[src/rtl/mem_stage_pkg.sv]
// Shared types and defaults for the memory-access stage of the 8-bit pipelined CPU.
// Holds the FSM state enum, the data loaded on a timed-out access, and the default widths.
package mem_stage_pkg;

   localparam int DEF_ADDR_W  = 8;
   localparam int DEF_DATA_W  = 8;
   localparam int DEF_REG_W   = 3;
   localparam int DEF_TIMEOUT = 15;

   // Value handed to writeback when a memory access is abandoned.
   localparam logic [7:0] ERR_DATA = 8'hFF;

   typedef enum logic [1:0] {
      IDLE = 2'd0,
      BUSY = 2'd1,
      DONE = 2'd2
   } state_e;

endpackage

[src/rtl/mem_access_stage_if.sv]
// Data-memory request/acknowledge port of the memory-access stage.
// The stage drives the master modport; the data memory (or a bench model) drives the slave modport.
interface mem_access_stage_if #(
   parameter int ADDR_W = 8,
   parameter int DATA_W = 8
) ();

   logic              mem_req;
   logic              mem_we;
   logic [ADDR_W-1:0] mem_addr;
   logic [DATA_W-1:0] mem_wdata;
   logic [DATA_W-1:0] mem_rdata;
   logic              mem_ack;

   modport master (
      output mem_req, mem_we, mem_addr, mem_wdata,
      input  mem_rdata, mem_ack
   );

   modport slave (
      input  mem_req, mem_we, mem_addr, mem_wdata,
      output mem_rdata, mem_ack
   );

endinterface

[src/rtl/mem_timeout_ctr.sv]
// Counts consecutive enabled cycles and flags the TIMEOUT-th one so the stage can abandon
// an access the memory never acknowledges. Only instantiated when MEM_TIMEOUT_EN is defined.
module mem_timeout_ctr
   import mem_stage_pkg::*;
#(
   parameter int TIMEOUT = DEF_TIMEOUT
) (
   input  logic clk,
   input  logic rst,
   input  logic clear_i,
   input  logic en_i,
   output logic expired_o
);

   localparam int CNT_W = (TIMEOUT > 1) ? $clog2(TIMEOUT) : 1;
   localparam logic [CNT_W-1:0] LAST = CNT_W'(TIMEOUT - 1);

   logic [CNT_W-1:0] cnt_q;
   logic [CNT_W-1:0] cnt_d;

   // The count saturates at LAST; the stage leaves BUSY on that cycle anyway.
   always_comb begin
      cnt_d = cnt_q;
      if (clear_i) begin
         cnt_d = '0;
      end else if (en_i && (cnt_q != LAST)) begin
         cnt_d = cnt_q + 1'b1;
      end
   end

   always_ff @(posedge clk or posedge rst) begin
      if (rst) begin
         cnt_q <= '0;
      end else begin
         cnt_q <= cnt_d;
      end
   end

   assign expired_o = en_i && (cnt_q == LAST);

endmodule

[src/rtl/mem_access_stage.sv]
// Memory-access stage: ALU ops pass straight through; loads/stores run a req/ack transaction
// while holding the pipeline with stall. Optional access timeout is enabled by MEM_TIMEOUT_EN.
module mem_access_stage
   import mem_stage_pkg::*;
#(
   parameter int ADDR_W  = DEF_ADDR_W,
   parameter int DATA_W  = DEF_DATA_W,
   parameter int REG_W   = DEF_REG_W,
   parameter int TIMEOUT = DEF_TIMEOUT
) (
   input  logic               clk,
   input  logic               rst,
   input  logic               memRd_IN,
   input  logic               memWr_IN,
   input  logic               regWr_IN,
   input  logic [DATA_W-1:0]  aluRes_IN,
   input  logic [DATA_W-1:0]  wrData_IN,
   input  logic [REG_W-1:0]   rd_IN,
   mem_access_stage_if.master mem,
   output logic               stall,
   output logic               memRd_OUT,
   output logic               regWr_OUT,
   output logic [DATA_W-1:0]  memReadData_OUT,
   output logic [DATA_W-1:0]  aluRes_OUT,
   output logic [REG_W-1:0]   rd_OUT
`ifdef MEM_TIMEOUT_EN
   ,
   output logic               mem_err
`endif
);

   state_e            state_q;
   state_e            state_d;
   logic [DATA_W-1:0] rdata_q;
   logic [DATA_W-1:0] rdata_d;
   logic              mem_op;
   logic              req;
   logic              expired;

   assign mem_op = memRd_IN | memWr_IN;

   // Request is combinational in IDLE so a same-cycle ack costs only one stall cycle.
   assign req = !rst && (((state_q == IDLE) && mem_op) || (state_q == BUSY));

`ifdef MEM_TIMEOUT_EN
   logic mem_err_q;
   logic mem_err_d;

   mem_timeout_ctr #(
      .TIMEOUT (TIMEOUT)
   ) u_timeout_ctr (
      .clk       (clk),
      .rst       (rst),
      .clear_i   (state_q != BUSY),
      .en_i      (state_q == BUSY),
      .expired_o (expired)
   );

   assign mem_err = mem_err_q;
`else
   assign expired = 1'b0;
`endif

   always_comb begin
      state_d = state_q;
      rdata_d = rdata_q;
`ifdef MEM_TIMEOUT_EN
      mem_err_d = 1'b0;
`endif
      case (state_q)
         IDLE: begin
            if (mem_op) begin
               if (mem.mem_ack) begin
                  if (memRd_IN) rdata_d = mem.mem_rdata;
                  state_d = DONE;
               end else begin
                  state_d = BUSY;
               end
            end
         end
         BUSY: begin
            // An ack on the expiry cycle still counts as a completed access.
            if (mem.mem_ack) begin
               if (memRd_IN) rdata_d = mem.mem_rdata;
               state_d = DONE;
            end else if (expired) begin
               rdata_d = DATA_W'(ERR_DATA);
`ifdef MEM_TIMEOUT_EN
               mem_err_d = 1'b1;
`endif
               state_d = DONE;
            end
         end
         DONE:    state_d = IDLE;
         default: state_d = IDLE;
      endcase
   end

   always_ff @(posedge clk or posedge rst) begin
      if (rst) begin
         state_q   <= IDLE;
         rdata_q   <= '0;
`ifdef MEM_TIMEOUT_EN
         mem_err_q <= 1'b0;
`endif
      end else begin
         state_q   <= state_d;
         rdata_q   <= rdata_d;
`ifdef MEM_TIMEOUT_EN
         mem_err_q <= mem_err_d;
`endif
      end
   end

   // EX/MEM is frozen by stall, so address and data stay stable for the whole request.
   assign mem.mem_req   = req;
   assign mem.mem_we    = req & memWr_IN & ~memRd_IN;
   assign mem.mem_addr  = ADDR_W'(aluRes_IN);
   assign mem.mem_wdata = wrData_IN;

   // While stalled, MEM/WB must latch a bubble.
   assign stall           = req;
   assign memRd_OUT       = !rst && !req && memRd_IN;
   assign regWr_OUT       = !rst && !req && regWr_IN;
   assign memReadData_OUT = rst ? '0 : rdata_q;
   assign aluRes_OUT      = rst ? '0 : aluRes_IN;
   assign rd_OUT          = rst ? '0 : rd_IN;

endmodule

[src/flat_wrapper.sv]
// flat-port wrapper written by rule: the top's interface ports become plain ports
module mem_access_stage_flat import mem_stage_pkg::*;
#(
   parameter int ADDR_W  = DEF_ADDR_W,
   parameter int DATA_W  = DEF_DATA_W,
   parameter int REG_W   = DEF_REG_W,
   parameter int TIMEOUT = DEF_TIMEOUT
)
  (clk, rst, memRd_IN, memWr_IN, regWr_IN, aluRes_IN, wrData_IN, rd_IN, stall, memRd_OUT, regWr_OUT, memReadData_OUT, aluRes_OUT, rd_OUT, mem_mem_req, mem_mem_we, mem_mem_addr, mem_mem_wdata, mem_mem_rdata, mem_mem_ack);
  mem_access_stage_if #(.ADDR_W(ADDR_W), .DATA_W(DATA_W)) mem_i ();
  input  logic clk;
  input  logic rst;
  input  logic memRd_IN;
  input  logic memWr_IN;
  input  logic regWr_IN;
  input  logic [DATA_W-1:0] aluRes_IN;
  input  logic [DATA_W-1:0] wrData_IN;
  input  logic [REG_W-1:0] rd_IN;
  output logic stall;
  output logic memRd_OUT;
  output logic regWr_OUT;
  output logic [DATA_W-1:0] memReadData_OUT;
  output logic [DATA_W-1:0] aluRes_OUT;
  output logic [REG_W-1:0] rd_OUT;
  output wire logic [$bits(mem_i.mem_req)-1:0] mem_mem_req;
  output wire logic [$bits(mem_i.mem_we)-1:0] mem_mem_we;
  output wire logic [$bits(mem_i.mem_addr)-1:0] mem_mem_addr;
  output wire logic [$bits(mem_i.mem_wdata)-1:0] mem_mem_wdata;
  input wire logic [$bits(mem_i.mem_rdata)-1:0] mem_mem_rdata;
  input wire logic [$bits(mem_i.mem_ack)-1:0] mem_mem_ack;
  assign mem_mem_req = mem_i.mem_req;
  assign mem_mem_we = mem_i.mem_we;
  assign mem_mem_addr = mem_i.mem_addr;
  assign mem_mem_wdata = mem_i.mem_wdata;
  assign mem_i.mem_rdata = mem_mem_rdata;
  assign mem_i.mem_ack = mem_mem_ack;
  mem_access_stage #(.ADDR_W(ADDR_W), .DATA_W(DATA_W), .REG_W(REG_W), .TIMEOUT(TIMEOUT)) u_core (.clk(clk), .rst(rst), .memRd_IN(memRd_IN), .memWr_IN(memWr_IN), .regWr_IN(regWr_IN), .aluRes_IN(aluRes_IN), .wrData_IN(wrData_IN), .rd_IN(rd_IN), .mem(mem_i), .stall(stall), .memRd_OUT(memRd_OUT), .regWr_OUT(regWr_OUT), .memReadData_OUT(memReadData_OUT), .aluRes_OUT(aluRes_OUT), .rd_OUT(rd_OUT));
endmodule
[config.mk]
export PLATFORM = sky130hd
export DESIGN_NAME = mem_access_stage_flat
export DESIGN_NICKNAME = d
export VERILOG_FILES = /design/src/rtl/mem_stage_pkg.sv /design/src/rtl/mem_access_stage_if.sv /design/src/rtl/mem_timeout_ctr.sv /design/src/rtl/mem_access_stage.sv /design/src/flat_wrapper.sv
export SDC_FILE = /design/constraint.sdc
export NUM_CORES = 1
export LEC_CHECK = 0
export CELL_PAD_IN_SITES_DETAIL_PLACEMENT = 1
export CELL_PAD_IN_SITES_GLOBAL_PLACEMENT = 2
export CORE_AREA = 2 2 69 84
export DETAILED_ROUTE_END_ITERATION = 10
export DIE_AREA = 0 0 71 86
export GPL_TIMING_DRIVEN = 0
export PLACE_DENSITY_LB_ADDON = 0.1
export SETUP_SLACK_MARGIN = 0.1
export SYNTH_ARGS = -nofsm -noshare
export SYNTH_HDL_FRONTEND = slang
export SYNTH_HIERARCHICAL = 1
export SYNTH_SLANG_ARGS = --single-unit
[constraint.sdc]
create_clock -name clk -period 1.25 [get_ports clk]
set_input_delay 0.25 -clock clk [delete_from_list [all_inputs] [get_ports clk]]
set_output_delay 0.25 -clock clk [all_outputs]
set_load 0.01 [all_outputs]
==> results.txt <==
The run finished, with violations left. The final reports fail on negative setup slack. The mean instance size in the synthesized netlist is 10.3 um^2.

The highest ir drop seen on vdd came out at 0.260 mV. The number of placement rows came out at 29. The worst-case clock buffer depth came out at 2. The H-tree depth came out at 1. The clock root buffer master is clkbuf_8.

The total count of max-transition violations in the final report is 0. The fraction of final layout cells with drive strength greater than 1 is 0.511. After detailed routing, the wire length on met1 is 838 um. The initial core utilization is 0.127.

The final antenna diode count is 0. Buffers inserted during clock tree synthesis total 3. The via-per-instance ratio is 3.51. The shortest period the worst path allows is 1.45 ns.

The wire length on met2 came out at 1260 um. The achievable clock frequency came out at 691 MHz. STA puts the critical path data required time at 1.00 ns. The startpoint identified for the worst register-to-register timing path is u_core/state_q[1]$_DFFE_PP0P_.

The max-capacitance violation count is 0. The largest net degree at the start of global routing came out at 11. The average wire per standard cell came out at 11.5 um.

The total congestion overflow is 0. The path class of the tightest hold or removal check is in2async. The depth of the most critical reg-to-reg path came out at 3.

The total die area came out at 6110 um^2. STA classifies the critical path startpoint as a register. The type of the worst setup path is reg2out. The top-level I/O count is 73. STA classifies the critical path endpoint as a primary output. In the post-synthesis netlist, the biggest area contributors are dfrtp_1 38%, buf_4 19%, nor2b_1 18%. The final cycle utilization of the critical path is 1.16. The DRC violation total after the first TritonRoute iteration is 10. The number of nets produced by synthesis came out at 98. The capture point of the worst reg-to-reg path is u_core/rdata_q[7]$_DFFE_PP0P_. The count of TritonRoute iterations in the first routing pass came out at 3. The total leakage power is 0.713 nW.

TritonCTS built the clock tree. The synthesized netlist occupies a cell area of 667 um^2. Once detailed placement completed, the half-perimeter wirelength came to 1880 um. The power density normalized to cell area came out at 875 nW/um^2. The clock latency reported for the late side of the worst-skew pair is 0.23 ns. The total number of vias came out at 712. The congestion estimate from routability-driven global placement came to 0.637. Compared with the post-synthesis result, the final layout area differs by 116%. In this run the tightest slew margin relative to its limit is 0.814. For the worst setup path, the data arrival time is 1.20 ns. The detailed-routed wire length on met3 is 218 um.

The register-to-register setup slack came out at 0.01 ns. The number of distinct library cell variants in the gate-level netlist after synthesis is 12. The overall routing resource usage is 0.0803. The final worst hold slack is 0.159 ns. The library cell used most frequently in the layout, excluding fill and tap cells, is buf_4. The number of failing hold endpoints at the final stage came out at 0. The pre-CTS setup slack came out at -0.989 ns.

In the layout the commonest cells are 23 x buf_4, 22 x buf_2, 18 x clkdlybuf4s50_1, 18 x nor2b_1, 12 x dlygate4sd2_1. The synthesized design spends more area on one cell type than any other, namely dfrtp_1. The die outline height is 86 um. The share of synthesized area occupied by flip-flops and latches came out at 0.375. The final layout contains 175 nets. The clock arrives with 0.00188 ns of skew. The first global-routing pass estimated 3830 um of wire. The count of input and output buffers is 64. The synthesized instance count is 65. The core area came out at 5260 um^2. Along the worst path, the maximum fanout reaches 2. The die is 71 um wide. The number of cells in the design after placement is 191. The post-layout total power came out at 1.26 mW.

The total wirelength of the detailed-routed design is 2330 um. In the post-route analysis, the smallest setup slack over all paths is -0.197 ns. The count of endpoints failing setup in the final report came out at 4. The count of cells in the finished layout, fillers not included, comes to 203.

After routing, the total negative slack on setup checks comes to -0.431 ns. The portion of synthesized cell area occupied by the leading cell type is 0.375. The number of synthesis warnings is 6.

The number of antenna violations at the first check in global routing is 0. The count of clock tree sinks is 10. Setup repair after global routing could not meet its margin everywhere. The number of buffers inserted for hold repair after clock tree synthesis came out at 0.

The register bit count reported by yosys is 10. The final antenna-violating net count is 0. The slew at the pin closest to its max-slew limit is 0.279 ns. The via count of the first global-routing pass is 773.

The count of unresolved DRC violations after routing is 0. Clock-pin slew was measured on the worst setup and hold paths at 0.05 ns. Signal routing reaches up to met4.
## synthesized netlist by cell type
cell      instances
nor2b_1          19
buf_4            17
dfrtp_1          10
mux2_2            8
nor3_1            3
clkbuf_1          2
and3_2            1
inv_1             1
nand3b_4          1
nor3b_1           1
nor4b_1           1
o211a_1           1
## stage by stage
stage / util / area, um^2
after floorplan: - / 683
after global placement: 0.266 / 1400
after detailed placement: 0.266 / 1400
after CTS: 0.268 / 1410
after global routing: 0.274 / 1440
final: 0.274 / 1440
## state kept, by name, summed over array words and instances (netlist names)
register,cells
u_core/state_q,2
u_core/rdata_q,8
## power breakdown
| part | switching, mW | internal (mW) |
|---|---|---|
| clock | 0.126 | 0.277 |
| combinational | 0.167 | 0.283 |
| sequential | 0.0270 | 0.382 |
| total | 0.319 | 0.942 |
## per-layer routing
layer / track usage / up-vias
li1: - / 346
met1: 0.0869 / 326
met2: 0.148 / 38
met3: 0.0247 / 2
met4: 0.0257 / 0
met5: 0 / -
## critical path: stages, from the launching register on
cell	delay [ns]
dfrtp_1	0.39
nor3_4	0.19
buf_4	0.14
o211a_1	0.12
buf_2	0.12
## cell type report
cell class,count,area [um^2]
fill,625,3820
inverter,1,7.51
tap,62,77.6
sequential,10,251
timing repair buffer,72,583
clock buffer,4,55.1
buffer,19,155
multi-input combinational,35,312
## kinds of logic (layout without fill, tap and decap cells)
family          Yosys count  count (layout)  share of synthesized area
buf+inv                  20              96                      0.208
flops                    10              10                      0.375
compound gates            1               1                     0.0150
mux                       8               8                      0.135
simple gates             26              26                      0.266
## what timing repair did
item                       CTS  global route
setup buffers                6             1
gates cloned                 1             0
setup endpoints to repair   40            21
pin swaps                    3             1
gates resized for setup    137            11
## worst max path at each step
stage,cells past startpoint,slack (ns),startpoint,to
global placement,5,-0.97,rst,stall
global route,4,-0.27,u_core/state_q[0]$_DFFE_PP0P_,regWr_OUT
detailed placement,5,-0.99,rst,stall
floorplan,3,0.12,rst,stall
finish,4,-0.20,u_core/state_q[0]$_DFFE_PP0P_,regWr_OUT
CTS,4,-0.22,u_core/state_q[0]$_DFFE_PP0P_,regWr_OUT
No activity file was read; power rests on OpenSTA's default activity.
